[config.mk]
export PLATFORM = sky130hd
export DESIGN_NAME = j_fdsync_bank
export DESIGN_NICKNAME = d
export VERILOG_FILES = /design/src/rtl/j_fdsync_bank.sv
export SDC_FILE = /design/constraint.sdc
export NUM_CORES = 1
export LEC_CHECK = 0
export ABC_CLOCK_PERIOD_IN_PS = 1100
export BUFFER_PORTS_ARGS = -buffer_cell sky130_fd_sc_hd__buf_4
export CELL_PAD_IN_SITES_DETAIL_PLACEMENT = 1
export CELL_PAD_IN_SITES_GLOBAL_PLACEMENT = 1
export CORE_AREA = 5 5 42 44
export CTS_CLUSTER_DIAMETER = 30
export DETAILED_ROUTE_END_ITERATION = 6
export DIE_AREA = 0 0 47 49
export MAX_ROUTING_LAYER = met4
export PLACE_DENSITY = 0.44
export SYNTH_ARGS = -nofsm -noshare
export SYNTH_HDL_FRONTEND = slang
export SYNTH_SLANG_ARGS = --single-unit
[constraint.sdc]
create_clock -name sys_clk -period 1.1 [get_ports sys_clk]
set_clock_uncertainty 0.15 [all_clocks]
set_input_delay 0.22 -clock sys_clk [delete_from_list [all_inputs] [get_ports sys_clk]]
set_output_delay 0.22 -clock sys_clk [all_outputs]
set_load 0.1 [all_outputs]
[src/rtl/j_fdsync_bank.sv]
// Bank of independent load-enable holding registers. Each channel synchronises its own
// load strobe, qualifies it by level or rising edge, and reports ack/upd/pend/ovr.
module j_fdsync_bank #(
  parameter int             WIDTH       = 1,
  parameter int             CHANNELS    = 1,
  parameter int             SYNC_STAGES = 2,
  parameter bit             EDGE        = 1'b1,
  parameter logic [WIDTH-1:0] RESET_VAL = '0
) (
  input  logic                      sys_clk,
  input  logic                      reset,
  input  logic [CHANNELS*WIDTH-1:0] d,
  input  logic [CHANNELS-1:0]       ld,
  input  logic [CHANNELS-1:0]       clr,
  output logic [CHANNELS*WIDTH-1:0] q,
  output logic [CHANNELS-1:0]       ack,
  output logic [CHANNELS-1:0]       upd,
  output logic [CHANNELS-1:0]       pend,
  output logic [CHANNELS-1:0]       ovr
);

  genvar gi;
  generate
    for (gi = 0; gi < CHANNELS; gi++) begin : g_ch
      logic             w_ld_s;
      logic             w_load;
      logic             r_ld_prev;
      logic             r_upd;
      logic             r_pend;
      logic             r_ovr;
      logic [WIDTH-1:0] r_q;

      if (SYNC_STAGES == 0) begin : g_nosync
        assign w_ld_s = ld[gi];
      end else begin : g_sync
        // Plain flop chain: no logic between stages so each stage can resolve metastability.
        logic [SYNC_STAGES-1:0] r_sync;
        always_ff @(posedge sys_clk or posedge reset) begin
          if (reset) begin
            r_sync <= '0;
          end else begin
            r_sync[0] <= ld[gi];
            for (int i = 1; i < SYNC_STAGES; i++) begin
              r_sync[i] <= r_sync[i-1];
            end
          end
        end
        assign w_ld_s = r_sync[SYNC_STAGES-1];
      end

      assign w_load = EDGE ? (w_ld_s & ~r_ld_prev) : w_ld_s;

      always_ff @(posedge sys_clk or posedge reset) begin
        if (reset) begin
          r_q       <= RESET_VAL;
          r_ld_prev <= 1'b0;
          r_upd     <= 1'b0;
          r_pend    <= 1'b0;
          r_ovr     <= 1'b0;
        end else begin
          r_ld_prev <= w_ld_s;
          r_upd     <= w_load;
          if (w_load) begin
            r_q <= d[gi*WIDTH +: WIDTH];
          end
          // A load always wins over clr for pend; clr always wins for ovr.
          if (w_load) begin
            r_pend <= 1'b1;
          end else if (clr[gi]) begin
            r_pend <= 1'b0;
          end
          if (clr[gi]) begin
            r_ovr <= 1'b0;
          end else if (w_load && r_pend) begin
            r_ovr <= 1'b1;
          end
        end
      end

      assign q[gi*WIDTH +: WIDTH] = r_q;
      assign ack[gi]              = r_ld_prev;
      assign upd[gi]              = r_upd;
      assign pend[gi]             = r_pend;
      assign ovr[gi]              = r_ovr;
    end
  endgenerate

endmodule

==> qor.yml, run 1 <==
status: "finished with violations"
failed_checks: "negative setup slack"
postSynthCellCount: 15
powerDensity_nw_per_um2: 1660
port_buffers: 9
crit_chain: "buf_12"
diodes: 0
clockRootBuffer: "clkbuf_4"
drive_above_1_share_pct: 69.7
rows: 14
critPathSlowestCell: "dfrtp_4"
seqPwrFrac_pct: 39.9
netlist_area_um2: 231
synth_area_leaders: "dfrtp_1 (76%), mux2_4 (6.5%), nand2b_4 (5.9%)"
maxCapViolations: 0
fmax_mhz: 782
power_switching_share_pct: 33.2
r2r_slack_ns: -0.15
synth_cell_types: 8
setup_viol: 6
cpLargestDelayFamily: "flip-flops"
die-area_um2: 2300
relSlewSlack_pct: 81.8
ys_ff_latch: 7
io-pin-count: 10
yosysSeqAreaShare_pct: 75.7
fin_crit_ns: 1.28
min_period_over_period_pct: 116
first_pass_iters: 1
syn2layout_area_growth_pct: 93.5
gp_congestion: 0.648
layout_commonest_cell: "buf_4"
hold_path.class: "primary input to register"
hold_viol_final: 0
fin_util_pct: 32.0
syn_nets: 20
timing.final.ws_setup_ns: -0.179
hold_path_startpoint: "d"
wl_per_cell_um: 10.4
drt-initial-drc-count: 0
synth_top_area_share_pct: 75.7
postRouteWirelength_um: 509
layout_common_cells: "buf_4 (5), buf_6 (4), clkbuf_4 (3), dlygate4sd3_1 (3), dfrtp_2 (3)"
avgSynthCellArea_um2: 15.4
pre_cts_slack_ns: -0.128
power_frac_comb_pct: 28.3
slew_viol_final: 0
crit_buf_inv: 1
crit-reg2reg-launch: "ack"
drc: 0
grt_overflow: 0
crit_fanout: 2
cpPeakStageDelay_ns: 0.48
cts_tree: "yes"
clock_latency_ns: 0.25
clk_pin_slew_worst_paths_ns: 0.06
vias_per_cell: 3.76
critical_path_required_ns: 0.73
cts_buffer_depth: 2
rsz0062_at_grt: "yes"
ant_nets: 0
h-tree-depth: 1
track_usage_pct: 5.90
arrival_ns: 0.91
leakagePower_nw: 0.211
synth_warnings: 0
worst_setup_path_end_kind: "primary output"
start_kind: "register"
reg2regPathDepth: 3
core_um2: 1400
p_int_mw: 0.495
post-synth-top-area-cell: "dfrtp_1"
switching_power_mw: 0.246
cts_sinks: 7
whs_path_depth: 2
p_clk_share_pct: 31.8
nNetsFinal: 39
initial_core_util_pct: 16.5
numCtsBuffers: 3
grt_pass1_vias: 191
crit_type: "register to primary output"
peakVddDrop_uv: 495
grt_first_pass_wirelength_um: 848
die_x_um: 47
vias: 184
hold_end: "q"
r2r_end: "q"
fp.dieH_um: 49
grt_max_degree: 8
antenna_found_initial: 0
tightestPinTransition_ns: 0.273
## cell type report
cell class | count | area, µm²
multi-input combinational | 5 | 51.3
fill | 161 | 953
tap | 16 | 20.0
sequential | 7 | 186
timing repair buffer | 14 | 153
clock buffer | 4 | 26.3
inverter | 3 | 11.3
## per-stage QoR
step	cells	hold WS, ns	total power [mW]	setup TNS [ns]	cell area, µm²
final	49	0.0440	0.741	-0.848	448
after global routing	49	0.0395	0.777	-1.02	448
after CTS	48	0.0367	0.750	-0.899	437
after detailed placement	41	0.0215	0.472	-0.128	338
after global placement	41	0.0140	0.470	-0.117	338
after floorplan	15	-0.127	0.428	-0.328	243
## routing by layer
metal  GRT usage (%)  wire [µm]
met3            3.32         50
met5               -          0
met1            5.87        179
met4            6.91         15
met2            7.01        263
## cell usage after synthesis
master	count
nand2b_4	1
mux2_4	1
o22ai_1	1
dfrtp_1	7
nand2_1	1
inv_1	2
nand2b_1	1
inv_2	1
## timing repair
item	CTS	global route
hold buffers	3	0
gates resized for setup	10	1
setup buffers	0	2
endpoints found under the setup margin	6	7
cloned	0	0
hold endpoints to repair	9	0
pin swaps	0	0
## logic make-up (layout without fill, tap and decap cells)
group,count (synthesis),count (layout),share of synthesized area (%)
flip-flops,7,7,75.7
AND/OR/NAND/NOR,3,3,10.3
buffers and inverters,3,21,4.86
AO/OA/AOI/OAI,1,1,2.70
multiplexers,1,1,6.48
## power groups by stage
stage | Sequential, mW | Combinational [mW] | Clock (mW)
after floorplan | 0.404 | 0.0237 | 0
after global placement | 0.294 | 0.176 | 0
after detailed placement | 0.295 | 0.177 | 0
after CTS | 0.296 | 0.207 | 0.247
after global routing | 0.298 | 0.218 | 0.261
final | 0.296 | 0.210 | 0.236
## sequential cells by signal (all words and copies together), names as in the netlist
signal,cells
ovr,1
pend,1
q,1
upd,1
g_ch.g_sync.r_sync,2
ack,1
## worst max path at each step
| stage | slack, ns | startpoint | cells past startpoint | endpoint |
|---|---|---|---|---|
| after global routing | -0.21 | pend | 1 | pend |
| after CTS | -0.19 | ack | 1 | ack |
| after floorplan | -0.31 | ack | 3 | q |
| after detailed placement | -0.13 | ack | 3 | q |
| final | -0.18 | pend | 1 | pend |
| after global placement | -0.12 | ack | 3 | q |
Power figures use the tool's default switching activity.
==> inputs of run 2 (changes only) <==
--- a/config.mk
+++ b/config.mk
@@ -6,15 +6,15 @@
 export NUM_CORES = 1
 export LEC_CHECK = 0
 export ABC_CLOCK_PERIOD_IN_PS = 1100
-export BUFFER_PORTS_ARGS = -buffer_cell sky130_fd_sc_hd__buf_4
 export CELL_PAD_IN_SITES_DETAIL_PLACEMENT = 1
 export CELL_PAD_IN_SITES_GLOBAL_PLACEMENT = 1
 export CORE_AREA = 5 5 42 44
 export CTS_CLUSTER_DIAMETER = 30
 export DETAILED_ROUTE_END_ITERATION = 6
 export DIE_AREA = 0 0 47 49
+export DONT_BUFFER_PORTS = 1
 export MAX_ROUTING_LAYER = met4
-export PLACE_DENSITY = 0.44
+export PLACE_DENSITY = 0.35
 export SYNTH_ARGS = -nofsm -noshare
 export SYNTH_HDL_FRONTEND = slang
 export SYNTH_SLANG_ARGS = --single-unit
==> qor.yml, run 2 (synthesis gave the netlist of run 1 again) <==
fin_setup_tns_ns: -0.796  # +0.0523 ns
fmax_mhz: 787  # +0.62%
crit_chain: "buf_12"
diodes: 0  # unchanged
cts_sinks: 7  # unchanged
fin_util_pct: 33.1  # +1.2 points
whs_ns: 0.00401  # -0.0400 ns
cts_tree: "yes"
worst_setup_path_end_kind: "primary output"
vias_per_cell: 3.59  # -4.5%
track_usage_pct: 5.22  # -0.67 points
post_dp_cell_area_um2: 358  # +5.9%
arrival_ns: 0.90  # about the same
clk_pin_slew_worst_paths_ns: 0.05  # about the same
antenna_found_initial: 0  # unchanged
wl_per_cell_um: 10.1  # -2.5%
layout_common_cells: "buf_12 (5), dlygate4sd3_1 (4), clkbuf_4 (3), dfrtp_2 (3)"
clockRootBuffer: "clkbuf_4"
core_um2: 1400  # unchanged
grt_pass1_vias: 190  # -0.52%
finalNonFillerCells: 46  # -6.1%
port_buffers: 0  # -9
slew_viol_final: 0  # unchanged
nNetsFinal: 36  # -7.7%
failed_checks: "negative setup slack"
clock_latency_ns: 0.24  # about the same
grt_max_degree: 8  # unchanged
hold_viol_final: 0  # unchanged
numCtsBuffers: 3  # unchanged
syn2layout_area_growth_pct: 101
fp.dieH_um: 49  # unchanged
rows: 14  # unchanged
cpLargestDelayFamily: "flip-flops"
largest_reg_flops: 2  # unchanged
postRouteWirelength_um: 466  # -8.4%
cpPeakStageDelay_ns: 0.48  # about the same
dp_cells: 37  # -9.8%
timing.final.ws_setup_ns: -0.171  # +0.00787 ns
initial_core_util_pct: 16.5  # unchanged
die-area_um2: 2300  # unchanged
crit_type: "register to primary output"
critPathSlowestCell: "dfrtp_4"
drt-initial-drc-count: 3  # +3
peakVddDrop_uv: 597  # +21%
num-fill-cells: 161  # unchanged
post-dp-hpwl_um: 346
critical_path_required_ns: 0.73  # about the same
gp_congestion: 0.622  # -4.0%
pre_cts_slack_ns: -0.132  # -0.00428 ns
drc: 0  # unchanged
relSlewSlack_pct: 82.1  # +0.31 points
hold_path.class: "primary input to register"
min_period_over_period_pct: 116  # -0.72 points
design_power_total_mw: 0.756  # +1.9%
vias: 165  # -10%
tightestPinTransition_ns: 0.269  # -0.00463 ns
regMostFlops: "g_ch.g_sync.r_sync"
layout_commonest_cell: "buf_12"
start_kind: "register"
setup_viol: 6  # unchanged
finalInstanceArea_um2: 464  # +3.6%
grt_overflow: 0  # unchanged
fin_crit_ns: 1.27  # -0.00787 ns
die_x_um: 47  # unchanged
leakagePower_nw: 0.210  # -0.70%
h-tree-depth: 1  # unchanged
io-pin-count: 10  # unchanged
first_pass_iters: 2  # +1
powerDensity_nw_per_um2: 1630  # -1.7%
crit_buf_inv: 1  # unchanged
ant_nets: 0  # unchanged
cts_buffer_depth: 2  # unchanged
maxCapViolations: 0  # unchanged
grt_first_pass_wirelength_um: 793  # -6.5%
rsz0062_at_grt: "yes"
crit_fanout: 2  # unchanged
drive_above_1_share_pct: 66.7  # -3.0 points
status: "finished with violations"
==> run 2: cell types whose count changed in the layout (fill, tap and decap cells not counted), sizes merged <==
cell	change
buf	-4
dlygate4sd3	+1
==> run 2: final timing paths <==
kind                                       endpoint                startpoint  depth (start not counted)  slack (ns)
setup / recovery                                ack                       ack                          1       -0.17
hold / removal                                 pend                       clr                          2       0.004
setup reg to reg                                  q                       ack                          3       -0.15
hold reg to reg            g_ch[0].g_sync.r_sync[1]  g_ch[0].g_sync.r_sync[0]                          0        0.20
max in group asynchronous                       ack                     reset                          2        0.36
min in group asynchronous                      pend                     reset                          2        0.20
==> run 2: routing by layer <==
| layer | vias up | GRT usage, % | share of wire [%] |
|---|---|---|---|
| li1 | 75 | - | - |
| met1 | 82 | 5.58 | 37 |
| met2 | 8 | 6.33 | 47 |
| met3 | 0 | 4.80 | 15 |
| met4 | 0 | 2.76 | 0 |
| met5 | - | - | 0 |
==> run 2: repair_timing <==
action	4_1_cts	5_1_grt
hold buffers	4	0
setup buffers	0	1
pin swaps	0	0
hold endpoints to repair	10	0
gates resized for setup	5	2
endpoints found under the setup margin	6	7
==> run 2: power breakdown <==
part	internal (mW)	total (mW)	switching [mW]
Clock	0.138	0.228	0.0898
Combinational	0.0915	0.228	0.137
Sequential	0.282	0.299	0.0179
==> run 2: layout make-up <==
| class | count | area (µm²) | area share [%] |
|---|---|---|---|
| repair buffers | 11 | 159 | 34.2 |
| well taps | 16 | 20.0 | 4.31 |
| flip-flops and latches | 7 | 186 | 40.2 |
| inverters | 3 | 13.8 | 2.96 |
| clock buffers | 4 | 26.3 | 5.66 |
| multi-input cells | 5 | 58.8 | 12.7 |
==> inputs of run 3 (changes only) <==
--- a/config.mk
+++ b/config.mk
@@ -5,7 +5,7 @@
 export SDC_FILE = /design/constraint.sdc
 export NUM_CORES = 1
 export LEC_CHECK = 0
-export ABC_CLOCK_PERIOD_IN_PS = 1100
+export ABC_CLOCK_PERIOD_IN_PS = 1500
 export CELL_PAD_IN_SITES_DETAIL_PLACEMENT = 1
 export CELL_PAD_IN_SITES_GLOBAL_PLACEMENT = 1
 export CORE_AREA = 5 5 42 44
@@ -14,7 +14,7 @@
 export DIE_AREA = 0 0 47 49
 export DONT_BUFFER_PORTS = 1
 export MAX_ROUTING_LAYER = met4
-export PLACE_DENSITY = 0.35
+export PLACE_DENSITY = 0.34
 export SYNTH_ARGS = -nofsm -noshare
 export SYNTH_HDL_FRONTEND = slang
 export SYNTH_SLANG_ARGS = --single-unit
==> constraint.sdc (replaced) <==
create_clock -name sys_clk -period 1.5 [get_ports sys_clk]
set_clock_uncertainty 0.15 [all_clocks]
set_input_delay 0.3 -clock sys_clk [delete_from_list [all_inputs] [get_ports sys_clk]]
set_output_delay 0.3 -clock sys_clk [all_outputs]
set_load 0.1 [all_outputs]
==> qor.yml, run 3 (synthesis gave the netlist of run 1 again) <==
clock_latency_ns: 0.24  # about the same
min_period_over_period_pct: 88.9
switching_power_mw: 0.165  # -33%
drt-initial-drc-count: 0  # -3
post_cts_buffers: 0  # unchanged
grt_first_pass_wirelength_um: 752  # -5.2%
whs_ns: 0.0501  # +0.0461 ns
worst_setup_path_end_kind: "primary output"
cts_tree: "yes"
grt_max_degree: 8  # unchanged
fin_util_pct: 24.7  # -8.4 points
power_frac_comb_pct: 25.2  # -5.0 points
hold_viol_final: 0  # unchanged
crit_type: "register to primary output"
core_um2: 1400  # unchanged
regMostFlops: "g_ch.g_sync.r_sync"
endpoint: "q"
nNetsFinal: 33  # -8.3%
critPathSlowestCell: "dfrtp_1"
clockRootBuffer: "clkbuf_4"
antenna_found_initial: 0  # unchanged
wl_per_cell_um: 10.0  # -0.83%
fp.dieH_um: 49  # unchanged
drc: 0  # unchanged
finalInstanceArea_um2: 347  # -25%
fmax_mhz: 750
die_x_um: 47  # unchanged
r2r_end: "q"
layout_commonest_cell: "dfrtp_1"
grt_overflow: 0  # unchanged
track_usage_pct: 5.23  # +0.0076 points
grt_pass1_vias: 192  # +1.1%
path_depth: 1  # unchanged
reg2regPathDepth: 3  # unchanged
setup_viol: 0  # -6
arrival_ns: 0.88  # -0.02 ns
seqPwrFrac_pct: 42.0  # +2.4 points
first_pass_iters: 1  # -1
crit-reg2reg-launch: "ack"
vias_per_cell: 3.35  # -6.6%
gp_congestion: 0.631  # +1.4%
rsz0062_at_grt: "no"
start_kind: "register"
layout_common_cells: "dfrtp_1 (6), buf_4 (5), clkbuf_4 (3), dlygate4sd3_1 (3), inv_1 (2)"
post-dp-hpwl_um: 325  # -6.0%
largest_reg_flops: 2  # unchanged
clk_pin_slew_worst_paths_ns: 0.05  # about the same
cp-startpoint: "q"
port_buffers: 0  # unchanged
vias: 144  # -13%
slew_viol_final: 0  # unchanged
power_switching_share_pct: 33.1  # +0.72 points
leakagePower_nw: 0.173  # -18%
io-pin-count: 10  # unchanged
rows: 14  # unchanged
fin_setup_tns_ns: 0  # +0.796 ns
crit_buf_inv: 1  # unchanged
crit_chain: "buf_4"
p_int_mw: 0.333  # -35%
die-area_um2: 2300  # unchanged
cpPeakStageDelay_ns: 0.35  # -0.13 ns
timing.final.ws_setup_ns: 0.166  # +0.337 ns
h-tree-depth: 1  # unchanged
pre_cts_slack_ns: 0.343  # +0.475 ns
whs_path_depth: 1  # -1
critical_path_required_ns: 1.05  # +0.32 ns
maxCapViolations: 0  # unchanged
p_clk_share_pct: 32.8  # +2.6 points
r2r_slack_ns: 0.34  # +0.49 ns
cts_buffer_depth: 2  # unchanged
postRouteWirelength_um: 432  # -7.3%
powerDensity_nw_per_um2: 1440  # -12%
initial_core_util_pct: 16.5  # unchanged
cpLargestDelayFamily: "flip-flops"
diodes: 0  # unchanged
fin_crit_ns: 1.33
peakVddDrop_uv: 665  # +11%
cts-resized-gates: 0  # -5
hold_path.class: "primary input to register"
numCtsBuffers: 3  # unchanged
relSlewSlack_pct: 80.7  # -1.4 points
finalNonFillerCells: 43  # -6.5%
crit_fanout: 2  # unchanged
status: "finished, final reports clean"
design_power_total_mw: 0.498  # -34%
tightestPinTransition_ns: 0.289  # +0.0208 ns
drive_above_1_share_pct: 44.4  # -22 points
post_dp_cell_area_um2: 290  # -19%
syn2layout_area_growth_pct: 49.7
cts_sinks: 7  # unchanged
dp_cells: 36  # -2.7%
ant_nets: 0  # unchanged
==> run 3: repair_timing <==
action | CTS | global route
setup endpoints to repair | 0 | 0
hold endpoints to repair | 9 | 0
hold buffers | 3 | 0
==> run 3: how the worst min path moves through the flow <==
stage | slack, ns | startpoint | endpoint
6_report | 0.05 | d | q
2_1_floorplan | -0.05 | reset | g_ch[0].g_sync.r_sync[0]
3_5_place_dp | -0.02 | reset | g_ch[0].g_sync.r_sync[1]
3_3_place_gp | -0.02 | reset | g_ch[0].g_sync.r_sync[0]
5_1_grt | 0.03 | d | q
4_1_cts | 0.04 | d | q
==> run 3: layout make-up <==
| cell class | instances | area, µm² |
|---|---|---|
| Timing Repair Buffer | 8 | 67.6 |
| Fill cell | 163 | 1050 |
| Tap cell | 16 | 20.0 |
| Clock buffer | 4 | 26.3 |
| Sequential cell | 7 | 176 |
| Inverter | 3 | 11.3 |
| Multi-Input combinational cell | 5 | 45.0 |
==> run 3: metal layers <==
metal	GRT usage, %	up-vias	share of wire, %
met5	-	-	0
met4	4.15	0	0.93
met3	4.80	2	13
met2	6.79	8	41
met1	4.48	66	44
li1	-	68	-
==> run 3: power groups by stage <==
stage	clock, mW	combinational [mW]	sequential [mW]
final	0.163	0.125	0.209
after floorplan	0	0.0175	0.292
after detailed placement	0	0.121	0.212
after global routing	0.190	0.130	0.211
after CTS	0.175	0.127	0.210
after global placement	0	0.120	0.211
